--- src/rtl/div_iter_unit_pkg.sv ---
// Shared core definitions: XLEN, divide op encodings, divider states.
// Imported by decode, the ALU and the iterative divider.
package div_iter_unit_pkg;

  localparam int XLEN_DEF = 32;

  typedef enum logic [1:0] {
    OP_DIV  = 2'b00,
    OP_DIVU = 2'b01,
    OP_REM  = 2'b10,
    OP_REMU = 2'b11
  } div_op_e;

  typedef enum logic [1:0] {
    S_IDLE = 2'b00,
    S_CALC = 2'b01,
    S_FIX  = 2'b10,
    S_DONE = 2'b11
  } div_state_e;

  function automatic logic op_signed(div_op_e o);
    return ~o[0];
  endfunction

  function automatic logic op_rem(div_op_e o);
    return o[1];
  endfunction

endpackage

--- src/rtl/div_step.sv ---
// One restoring-division iteration, purely combinational.
// Ports: rem_in/quo_in/dvs in, rem_out/quo_out out (all XLEN wide).
module div_step #(
  parameter int XLEN = 32
) (
  input  logic [XLEN-1:0] rem_in,
  input  logic [XLEN-1:0] quo_in,
  input  logic [XLEN-1:0] dvs,
  output logic [XLEN-1:0] rem_out,
  output logic [XLEN-1:0] quo_out
);

  logic [XLEN:0] shl;
  logic [XLEN:0] diff;

  // rem_in < dvs always holds, so diff[XLEN] is a clean borrow flag
  assign shl  = {rem_in, quo_in[XLEN-1]};
  assign diff = shl - {1'b0, dvs};

  assign rem_out = diff[XLEN] ? shl[XLEN-1:0] : diff[XLEN-1:0];
  assign quo_out = {quo_in[XLEN-2:0], ~diff[XLEN]};

endmodule

--- src/rtl/div_iter_unit.sv ---
// Iterative restoring divider for DIV/DIVU/REM/REMU, one bit per cycle.
// Ports: clk, rst, start, op, dividend, divisor, kill -> busy, done, result.
module div_iter_unit
  import div_iter_unit_pkg::*;
#(
  parameter int XLEN = XLEN_DEF
) (
  input  logic            clk,
  input  logic            rst,
  input  logic            start,
  input  logic [1:0]      op,
  input  logic [XLEN-1:0] dividend,
  input  logic [XLEN-1:0] divisor,
  input  logic            kill,
  output logic            busy,
  output logic            done,
  output logic [XLEN-1:0] result
);

  localparam int CW = $clog2(XLEN);
  localparam logic [XLEN-1:0] MIN_NEG = {1'b1, {(XLEN-1){1'b0}}};

  div_state_e state, state_n;

  logic            accept;
  logic            last;
  logic            sel_rem;
  logic            neg_q;
  logic            neg_r;
  logic [CW-1:0]   cnt;
  logic [XLEN-1:0] rem;
  logic [XLEN-1:0] quo;
  logic [XLEN-1:0] dvs;
  logic [XLEN-1:0] res;
  logic [XLEN-1:0] rem_nx;
  logic [XLEN-1:0] quo_nx;
  logic [XLEN-1:0] q_fix;
  logic [XLEN-1:0] r_fix;

  div_op_e         op_in;
  logic            sgn;
  logic            a_neg;
  logic            b_neg;
  logic            dz;
  logic            ovf;
  logic            special;
  logic [XLEN-1:0] a_mag;
  logic [XLEN-1:0] b_mag;

  assign op_in   = div_op_e'(op);
  assign sgn     = op_signed(op_in);
  assign a_neg   = sgn & dividend[XLEN-1];
  assign b_neg   = sgn & divisor[XLEN-1];
  assign a_mag   = a_neg ? -dividend : dividend;
  assign b_mag   = b_neg ? -divisor : divisor;
  assign dz      = (divisor == '0);
  assign ovf     = sgn & (dividend == MIN_NEG) & (&divisor);
  assign special = dz | ovf;

  assign last  = (cnt == CW'(XLEN-1));
  assign q_fix = neg_q ? -quo : quo;
  assign r_fix = neg_r ? -rem : rem;

  div_step #(.XLEN(XLEN)) u_step (
    .rem_in  (rem),
    .quo_in  (quo),
    .dvs     (dvs),
    .rem_out (rem_nx),
    .quo_out (quo_nx)
  );

  always_ff @(posedge clk) begin
    if (rst) state <= S_IDLE;
    else     state <= state_n;
  end

  // kill outranks start; a start in DONE is accepted back-to-back
  always_comb begin
    state_n = state;
    accept  = 1'b0;
    unique case (state)
      S_IDLE, S_DONE: begin
        state_n = S_IDLE;
        if (!kill && start) begin
          accept  = 1'b1;
          state_n = special ? S_FIX : S_CALC;
        end
      end
      S_CALC: begin
        if (kill)      state_n = S_IDLE;
        else if (last) state_n = S_FIX;
      end
      S_FIX: state_n = kill ? S_IDLE : S_DONE;
      default: state_n = S_IDLE;
    endcase
  end

  // special cases preload quo/rem with the final answer and skip CALC
  always_ff @(posedge clk) begin
    if (rst) begin
      sel_rem <= 1'b0;
      neg_q   <= 1'b0;
      neg_r   <= 1'b0;
      cnt     <= '0;
      rem     <= '0;
      quo     <= '0;
      dvs     <= '0;
      res     <= '0;
    end else begin
      if (accept) begin
        sel_rem <= op_rem(op_in);
        cnt     <= '0;
        dvs     <= b_mag;
        if (dz) begin
          quo   <= '1;
          rem   <= dividend;
          neg_q <= 1'b0;
          neg_r <= 1'b0;
        end else if (ovf) begin
          quo   <= MIN_NEG;
          rem   <= '0;
          neg_q <= 1'b0;
          neg_r <= 1'b0;
        end else begin
          quo   <= a_mag;
          rem   <= '0;
          neg_q <= a_neg ^ b_neg;
          neg_r <= a_neg;
        end
      end else if (state == S_CALC) begin
        rem <= rem_nx;
        quo <= quo_nx;
        cnt <= cnt + CW'(1);
      end
      if (state == S_FIX && !kill)
        res <= sel_rem ? r_fix : q_fix;
    end
  end

  assign busy   = (state == S_CALC) || (state == S_FIX);
  assign done   = (state == S_DONE);
  assign result = res;

endmodule

--- config.mk ---
export PLATFORM = sky130hd
export DESIGN_NAME = div_iter_unit
export DESIGN_NICKNAME = d
export VERILOG_FILES = /design/src/rtl/div_iter_unit_pkg.sv /design/src/rtl/div_step.sv /design/src/rtl/div_iter_unit.sv
export SDC_FILE = /design/constraint.sdc
export NUM_CORES = 1
export LEC_CHECK = 0
export BUFFER_PORTS_ARGS = -buffer_cell sky130_fd_sc_hd__buf_2
export CELL_PAD_IN_SITES_DETAIL_PLACEMENT = 1
export CELL_PAD_IN_SITES_GLOBAL_PLACEMENT = 1
export CORE_UTILIZATION = 45
export DETAILED_ROUTE_END_ITERATION = 16
export PLACE_DENSITY_LB_ADDON = 0.1
export SYNTH_ARGS = -nofsm -noshare
export SYNTH_HDL_FRONTEND = slang
export SYNTH_SLANG_ARGS = --single-unit
--- constraint.sdc ---
create_clock -name clk -period 7.39 [get_ports clk]
set_clock_uncertainty 0.2 [all_clocks]
set_input_delay 0.3695 -clock clk [delete_from_list [all_inputs] [get_ports clk]]
set_output_delay 0.3695 -clock clk [all_outputs]
set_load 0.05 [all_outputs]
==> qor.txt, run 1 <==
Status: finished clean
Nets: 1539
Clock sinks: 138
FF+latch count, synth: 138
Register area share after synthesis: 26.19%
Final ANT Viol Nets: 0
Routed wire per std cell: 22.79 um
Mapped Area: 10550 um2
Kind of end point of the critical path: register
Hold slack final: 0.05066 ns
Vias in the first global route: 10610
Initial Utilization: 46.17%
Peak Freq: 219.4 MHz
Worst path depth: 10
Yosys cell types: 71
Setup Viol. Count Final: 0
Critical Path AT: 4.64 ns
Post-CTS Setup Inserts: 0
DR vias/cell: 6.227
RR Startpoint: rem[20]$_SDFFE_PP0P_
Drt pass-1 iters: 7
Hold depth: 3
Clk pin slew, worst setup/hold paths: 0.07 ns
Fin. Hold Viols: 0
Layout area overhead: 12.11%
Largest net degree at the start of global routing: 76
Gpl congestion: 0.9240
Crit-path slowest cell: nor2_4
Worst Hold Class: in2reg
Port Buffers: 103
Hold wc startpoint: op[1]
Die area: 24060 um2
Avg Inst Size Synth: 7.660 um2
RSZ-0062 raised after global routing: no
Synth top area cells: dfxtp_1 26%, xor2_1 6.1%, xnor2_1 5.8%
Main flop type after synthesis: dfxtp_1
Worst R2R Path Depth: 10
Die Wd: 155.1 um
Worst setup path start: rem[20]$_SDFFE_PP0P_
MaxCap Viol Count: 0
Min cycle time layout: 4.558 ns
Root Driver: clkbuf_16
CTS max path bufs: 2
Tot Pwr: 2.724 mW
Min setup slack post-route: 2.832 ns
H-tree lvl count: 4
CP startpoint kind: register
Share of cells above drive strength 1: 12.37%
Post-route cell area: 11830 um2
Top post-synthesis cells by count: 156 x nand2_1, 138 x dfxtp_1, 136 x nor2_1
DRC: 0
Syn nets: 1490
Fillers: 2917
1st-iter DRT viols: 848
Bufs and invs on worst path: 0
Slowest cell delay on critical path: 0.96 ns
Pwr dens: 230.4 nW/um2
Worst path cell trace: ha_1, a21oi_1, o21ai_1, a221oi_1, nor3_1, a2111oi_1, a21oi_2, nor2_4, mux2i_1, a2111oi_0
Initial antenna violation count: 0
I/O pins: 104
EDFF count, synth: 0
First-pass GRT wire length: 61310 um
Most area-hungry cell type in the Yosys netlist: dfxtp_1
Worst Path Max Fanout: 31
Pleak: 4.434 nW
CTS tree: built
Placed cell area: 11220 um2
Share of flip-flops with an asynchronous set or reset: 0%
# diodes: 0
Post-synth top area share: 26.19%
Synth warn: 0
Via count: 10910
Register area: 2764 um2
Max-slew headroom: 14.52%
Most frequent cell after synthesis: nand2_1
Slew Limit Fails: 0
Setup TNS: 0 ns
Total GRT Usage: 33.51%
Setup CP Type: reg2reg
Num rows: 55
GRT overflow: 0
Req. time, crit path: 7.48 ns
CTS Hold Bufs: 0
Core area: 22850 um2
Worst Tran Pin Value: 1.280 ns
Syn Inst Count: 1377
Skew-Pair Late Insertion Delay: 0.44 ns
Die Y: 155.1 um
Peak supply drop: 0.0001392 V
Worst slack, placed: 3.058 ns
Area of the multi-input gates: 7259 um2
Post-CTS resize count: 0
Detail Placement HPWL: 29830 um
Crit share post-route: 61.68%
CTS Buf Count: 17
Top delay family on crit path: compound AO/OA/AOI/OAI gates
Post-Route WL: 39930 um
[area by class of cell]
| type | count | area share [%] |
|---|---|---|
| clock buffers | 17 | 3.598 |
| clock inverters | 15 | 1.502 |
| inverters | 53 | 1.682 |
| multi-input cells | 1101 | 61.39 |
| flip-flops and latches | 138 | 23.37 |
| well taps | 313 | 3.312 |
| repair buffers | 115 | 5.142 |
[power breakdown]
part           switching, mW  internal [mW]
Combinational          0.576          0.359
Sequential            0.0799          0.793
Clock                  0.405          0.512
[layer usage]
layer | GRT usage, % | up-vias | share of wire [%]
met1 | 46.05 | 5302 | 45
met4 | 10.70 | 0 | 2.8
met5 | 0 | - | 0
met3 | 5.933 | 87 | 7.2
li1 | - | 5125 | -
met2 | 53.02 | 395 | 44
[cells by family after synthesis]
| family | after synthesis | share of synthesized area (%) |
|---|---|---|
| flip-flops | 138 | 26.19 |
| adder cells (fa/ha/maj) | 43 | 5.172 |
| AND/OR/NAND/NOR | 442 | 19.96 |
| AO/OA/AOI/OAI | 420 | 26.62 |
| buffers and inverters | 138 | 5.124 |
| XOR/XNOR | 143 | 11.87 |
| multiplexers | 53 | 5.053 |
[layout by cell type, fill, tap and decap left out, types with 5 or more instances in the layout]
cell type and count:
o21bai_1 5, nor4_1 14, a21oi_1 113, o211ai_1 32
a211o_1 13, buf_4 13, o41ai_1 16, o311a_1 5
clkbuf_16 17, nor2b_1 8, a2111oi_0 6, nand4_1 15
or3_1 12, nor3_1 27, dfxtp_1 137, mux2i_1 51
a31oi_1 20, inv_1 52, nor2_1 134, o31ai_1 31
or4_1 11, xor2_1 73, o22ai_1 6, buf_2 102
and2_1 6, xnor2_1 70, inv_6 7, a21o_1 8
a21boi_0 6, and3_1 10, o21ai_0 64, nand2b_1 13
a221oi_1 22, a211oi_1 44, nand2_1 156, nand3_1 10
ha_1 41
[flip-flops by register name, summed over array words and instances (netlist names)]
| register | count |
|---|---|
| sel_rem | 1 |
| dvs | 32 |
| rem | 32 |
| neg_q | 1 |
| neg_r | 1 |
| result | 32 |
| cnt | 5 |
| quo | 32 |
| state | 2 |
[worst register-to-register path: stages, from the launching register on]
cell and delay, ns:
dfxtp_1 0.44, ha_1 0.34, a21oi_1 0.32, o21ai_1 0.10, a221oi_1 0.30, nor3_1 0.12, a2111oi_1 0.62, a21oi_2 0.27
nor2_4 0.96, mux2i_1 0.22, a2111oi_0 0.52
[worst paths after layout]
check                            endpoint  slack [ns]
setup / recovery     rem[29]$_SDFFE_PP0P_        2.83
hold / removal       sel_rem$_SDFFE_PP0P_        0.05
setup reg to reg     rem[29]$_SDFFE_PP0P_        2.83
hold reg to reg   result[19]$_SDFFE_PP0P_        0.25
[through the flow]
step                      util (%)  instances
final                        51.76       1752
after global routing         51.76       1752
after CTS                    51.76       1752
after detailed placement     49.12       1720
after global placement       49.12       1720
after floorplan                  -       1377
(Power assumes the default switching activity.)
==> inputs of run 2 (changes only) <==
--- a/config.mk
+++ b/config.mk
@@ -5,10 +5,11 @@
 export SDC_FILE = /design/constraint.sdc
 export NUM_CORES = 1
 export LEC_CHECK = 0
+export ABC_AREA = 1
 export BUFFER_PORTS_ARGS = -buffer_cell sky130_fd_sc_hd__buf_2
 export CELL_PAD_IN_SITES_DETAIL_PLACEMENT = 1
 export CELL_PAD_IN_SITES_GLOBAL_PLACEMENT = 1
-export CORE_UTILIZATION = 45
+export CORE_UTILIZATION = 42
 export DETAILED_ROUTE_END_ITERATION = 16
 export PLACE_DENSITY_LB_ADDON = 0.1
 export SYNTH_ARGS = -nofsm -noshare
==> constraint.sdc (replaced) <==
create_clock -name clk -period 4.7 [get_ports clk]
set_clock_uncertainty 0.2 [all_clocks]
set_input_delay 0.235 -clock clk [delete_from_list [all_inputs] [get_ports clk]]
set_output_delay 0.235 -clock clk [all_outputs]
set_load 0.05 [all_outputs]
==> run 2 against run 1 <==
Against the previous run:
- cell count is 61% higher
- fmax is 27% higher
- clock power is 54% higher
- synthesized cell count is 68% higher
- design area is 24% higher
- wire length is 41% higher
- die area is 33% higher
- critical path depth is 2 lower
- sequential share of layout area is 4.6 points lower
- sequential cell count stayed put
- critical path type unchanged
- highest routed layer unchanged
==> qor.txt, run 2 <==
Status: finished clean (unchanged)
Worst Tran Pin Value: 1.125 ns (was 1.280 ns)
CTS Buf Count: 17 (unchanged)
Critical Path AT: 3.79 ns (was 4.64 ns)
Yosys cell types: 53 (was 71)
Kind of end point of the critical path: register (unchanged)
Top post-synthesis cells by count: 607 x nand2_1, 414 x inv_1, 212 x nand3_1 (was 156 x nand2_1, 138 x dfxtp_1, 136 x nor2_1)
Core area: 30670 um2 (was 22850 um2)
Skew-Pair Late Insertion Delay: 0.46 ns (was 0.44 ns)
Synth warn: 0 (unchanged)
Syn nets: 2432 (was 1490)
Fillers: 4422 (was 2917)
Setup TNS: 0 ns (unchanged)
Vias in the first global route: 15300 (was 10610)
Layout area overhead: 11.91% (was 12.11%)
Worst Hold End: dvs[26]$_SDFFE_PP0P_ (was sel_rem$_SDFFE_PP0P_)
First-pass GRT wire length: 85960 um (was 61310 um)
Post-Route WL: 56220 um (was 39930 um)
Avg Inst Size Synth: 5.664 um2 (was 7.660 um2)
R2R Path End: dvs[31]$_SDFFE_PP0P_ (was rem[29]$_SDFFE_PP0P_)
Area of the multi-input gates: 8346 um2 (was 7259 um2)
DR vias/cell: 5.568 (was 6.227)
I/O pins: 104 (unchanged)
DRC: 0 (unchanged)
RR Startpoint: state[0]$_SDFFE_PP0P_ (was rem[20]$_SDFFE_PP0P_)
Die area: 31980 um2 (was 24060 um2)
Worst Hold Class: in2reg (unchanged)
Commonest non-fill, non-tap cell in the layout: nand2_1 (unchanged)
Register area: 2763 um2 (was 2764 um2)
Crit share post-route: 76.36% (was 61.68%)
Mapped Area: 13130 um2 (was 10550 um2)
MaxCap Viol Count: 0 (unchanged)
Nets: 2516 (was 1539)
Die Wd: 178.8 um (was 155.1 um)
Worst slack, placed: 1.262 ns (was 3.058 ns)
Post-CTS Setup Inserts: 0 (unchanged)
Reg2reg setup slack: 1.11 ns (was 2.83 ns)
Total GRT Usage: 35.79% (was 33.51%)
Post-CTS resize count: 0 (unchanged)
Hold wc startpoint: divisor[26] (was op[1])
Worst R2R Path Depth: 8 (was 10)
Max-slew headroom: 24.53% (was 14.52%)
Peak supply drop: 0.0002766 V (was 0.0001392 V)
Share of flip-flops with an asynchronous set or reset: 0% (unchanged)
Pleak: 7.691 nW (was 4.434 nW)
Worst Path Max Fanout: 36 (was 31)
CP startpoint kind: register (unchanged)
Gpl congestion: 0.9554 (was 0.9240)
Min cycle time layout: 3.589 ns (was 4.558 ns)
CTS max path bufs: 2 (unchanged)
Req. time, crit path: 4.90 ns (was 7.48 ns)
Share of cells above drive strength 1: 10.18% (was 12.37%)
Peak Freq: 278.7 MHz (was 219.4 MHz)
Port Buffers: 103 (unchanged)
CTS tree: built (unchanged)
Hold slack final: 0.01184 ns (was 0.05066 ns)
Clock sinks: 138 (unchanged)
Via count: 15660 (was 10910)
Initial antenna violation count: 0 (unchanged)
EDFF count, synth: 0 (unchanged)
Slew Limit Fails: 0 (unchanged)
Min setup slack post-route: 1.111 ns (was 2.832 ns)
Most frequent cells in the layout: 607 x nand2_1, 414 x inv_1, 212 x nand3_1 (was 156 x nand2_1, 137 x dfxtp_1, 134 x nor2_1)
FF+latch count, synth: 138 (unchanged)
Register area share after synthesis: 21.03% (was 26.19%)
H-tree lvl count: 4 (unchanged)
Setup Viol. Count Final: 0 (unchanged)
Final ANT Viol Nets: 0 (unchanged)
Setup CP Type: reg2reg (unchanged)
# diodes: 0 (unchanged)
Clk pin slew, worst setup/hold paths: 0.07 ns (about the same)
Detail Placement HPWL: 44770 um (was 29830 um)
Die Y: 178.8 um (was 155.1 um)
GRT overflow: 0 (unchanged)
Main flop type after synthesis: dfxtp_1 (unchanged)
Hold depth: 3 (unchanged)
Largest net degree at the start of global routing: 61 (was 76)
Fin. Hold Viols: 0 (unchanged)
Routed wire per std cell: 19.99 um (was 22.79 um)
Synth top area cells: dfxtp_1 21%, nand2_1 17%, inv_1 12% (was dfxtp_1 26%, xor2_1 6.1%, xnor2_1 5.8%)
Most frequent cell after synthesis: nand2_1 (unchanged)
Pwr dens: 379.8 nW/um2 (was 230.4 nW/um2)
RSZ-0062 raised after global routing: no (unchanged)
Most area-hungry cell type in the Yosys netlist: dfxtp_1 (unchanged)
Post-synth top area share: 21.03% (was 26.19%)
1st-iter DRT viols: 1093 (was 848)
Initial Utilization: 42.82% (was 46.17%)
Drt pass-1 iters: 5 (was 7)
Root Driver: clkbuf_16 (unchanged)
Syn Inst Count: 2319 (was 1377)
Num rows: 64 (was 55)
-- run 2: per-stage QoR --
| step | utilization, % | instance area, um2 | power [mW] | std cells |
|---|---|---|---|---|
| floorplan | - | 13130 | 3.363 | 2319 |
| global placement | 45.25 | 13880 | 4.047 | 2757 |
| detailed placement | 45.25 | 13880 | 4.118 | 2757 |
| CTS | 47.92 | 14700 | 5.552 | 2812 |
| global route | 47.92 | 14700 | 5.987 | 2812 |
| finish | 47.92 | 14700 | 5.583 | 2812 |
-- run 2: repair_timing --
action,CTS,global route
setup endpoints to repair,0,0
hold buffers,23,0
endpoints found under the hold margin,22,0
-- run 2: worst max-delay path, cell delays in order, from the launching register on --
cell and delay [ns]:
dfxtp_1 0.38, inv_1 0.06, ha_1 0.32, nand3_2 0.10, inv_2 0.19, nor2_1 0.28, clkinv_1 0.93, o22ai_1 0.47
dlygate4sd3_1 0.59
-- run 2: worst max-delay path by stage --
stage / to / cells past startpoint / start
4_1_cts: dvs[31]$_SDFFE_PP0P_ / 8 / state[0]$_SDFFE_PP0P_
2_1_floorplan: rem[23]$_SDFFE_PP0P_ / 18 / quo[31]$_SDFFE_PP0P_
3_3_place_gp: quo[24]$_SDFFE_PP0P_ / 13 / state[0]$_SDFFE_PP0P_
6_report: dvs[31]$_SDFFE_PP0P_ / 8 / state[0]$_SDFFE_PP0P_
5_1_grt: dvs[31]$_SDFFE_PP0P_ / 8 / state[0]$_SDFFE_PP0P_
3_5_place_dp: quo[24]$_SDFFE_PP0P_ / 13 / state[0]$_SDFFE_PP0P_
-- run 2: kinds of logic after synthesis --
kind of cell	share of synthesized area, %
DFF	21.03
xor gates and xnor gates	2.601
buffers and inverters	15.44
AOI/OAI and AO/OA	16.68
adders and majority gates	4.154
and+or+nand+nor	40.09
-- run 2: area by class of cell --
| type | count | area share [%] |
|---|---|---|
| Tap cell | 396 | 3.371 |
| Inverter | 442 | 11.31 |
| Timing Repair Buffer | 139 | 5.738 |
| Sequential cell | 138 | 18.80 |
| Multi-Input combinational cell | 1665 | 56.78 |
| Clock buffer | 17 | 2.894 |
| Clock inverter | 15 | 1.115 |
-- run 2: power by group --
group | total (mW) | internal, mW | switching, mW | leakage [nW]
Sequential | 1.41 | 1.26 | 0.151 | 1.13
Clock | 1.41 | 0.791 | 0.623 | 0.285
Combinational | 2.76 | 0.827 | 1.93 | 6.28
Total | 5.58 | 2.88 | 2.70 | 7.69
-- run 2: routing by layer --
| metal | share of wire, % | vias to the layer above | GRT usage, % |
|---|---|---|---|
| met5 | 0 | - | 0 |
| met4 | 2.8 | 0 | 11.44 |
| met3 | 5.6 | 87 | 4.474 |
| met2 | 45 | 472 | 57.19 |
| met1 | 46 | 7540 | 49.52 |
| li1 | - | 7558 | - |
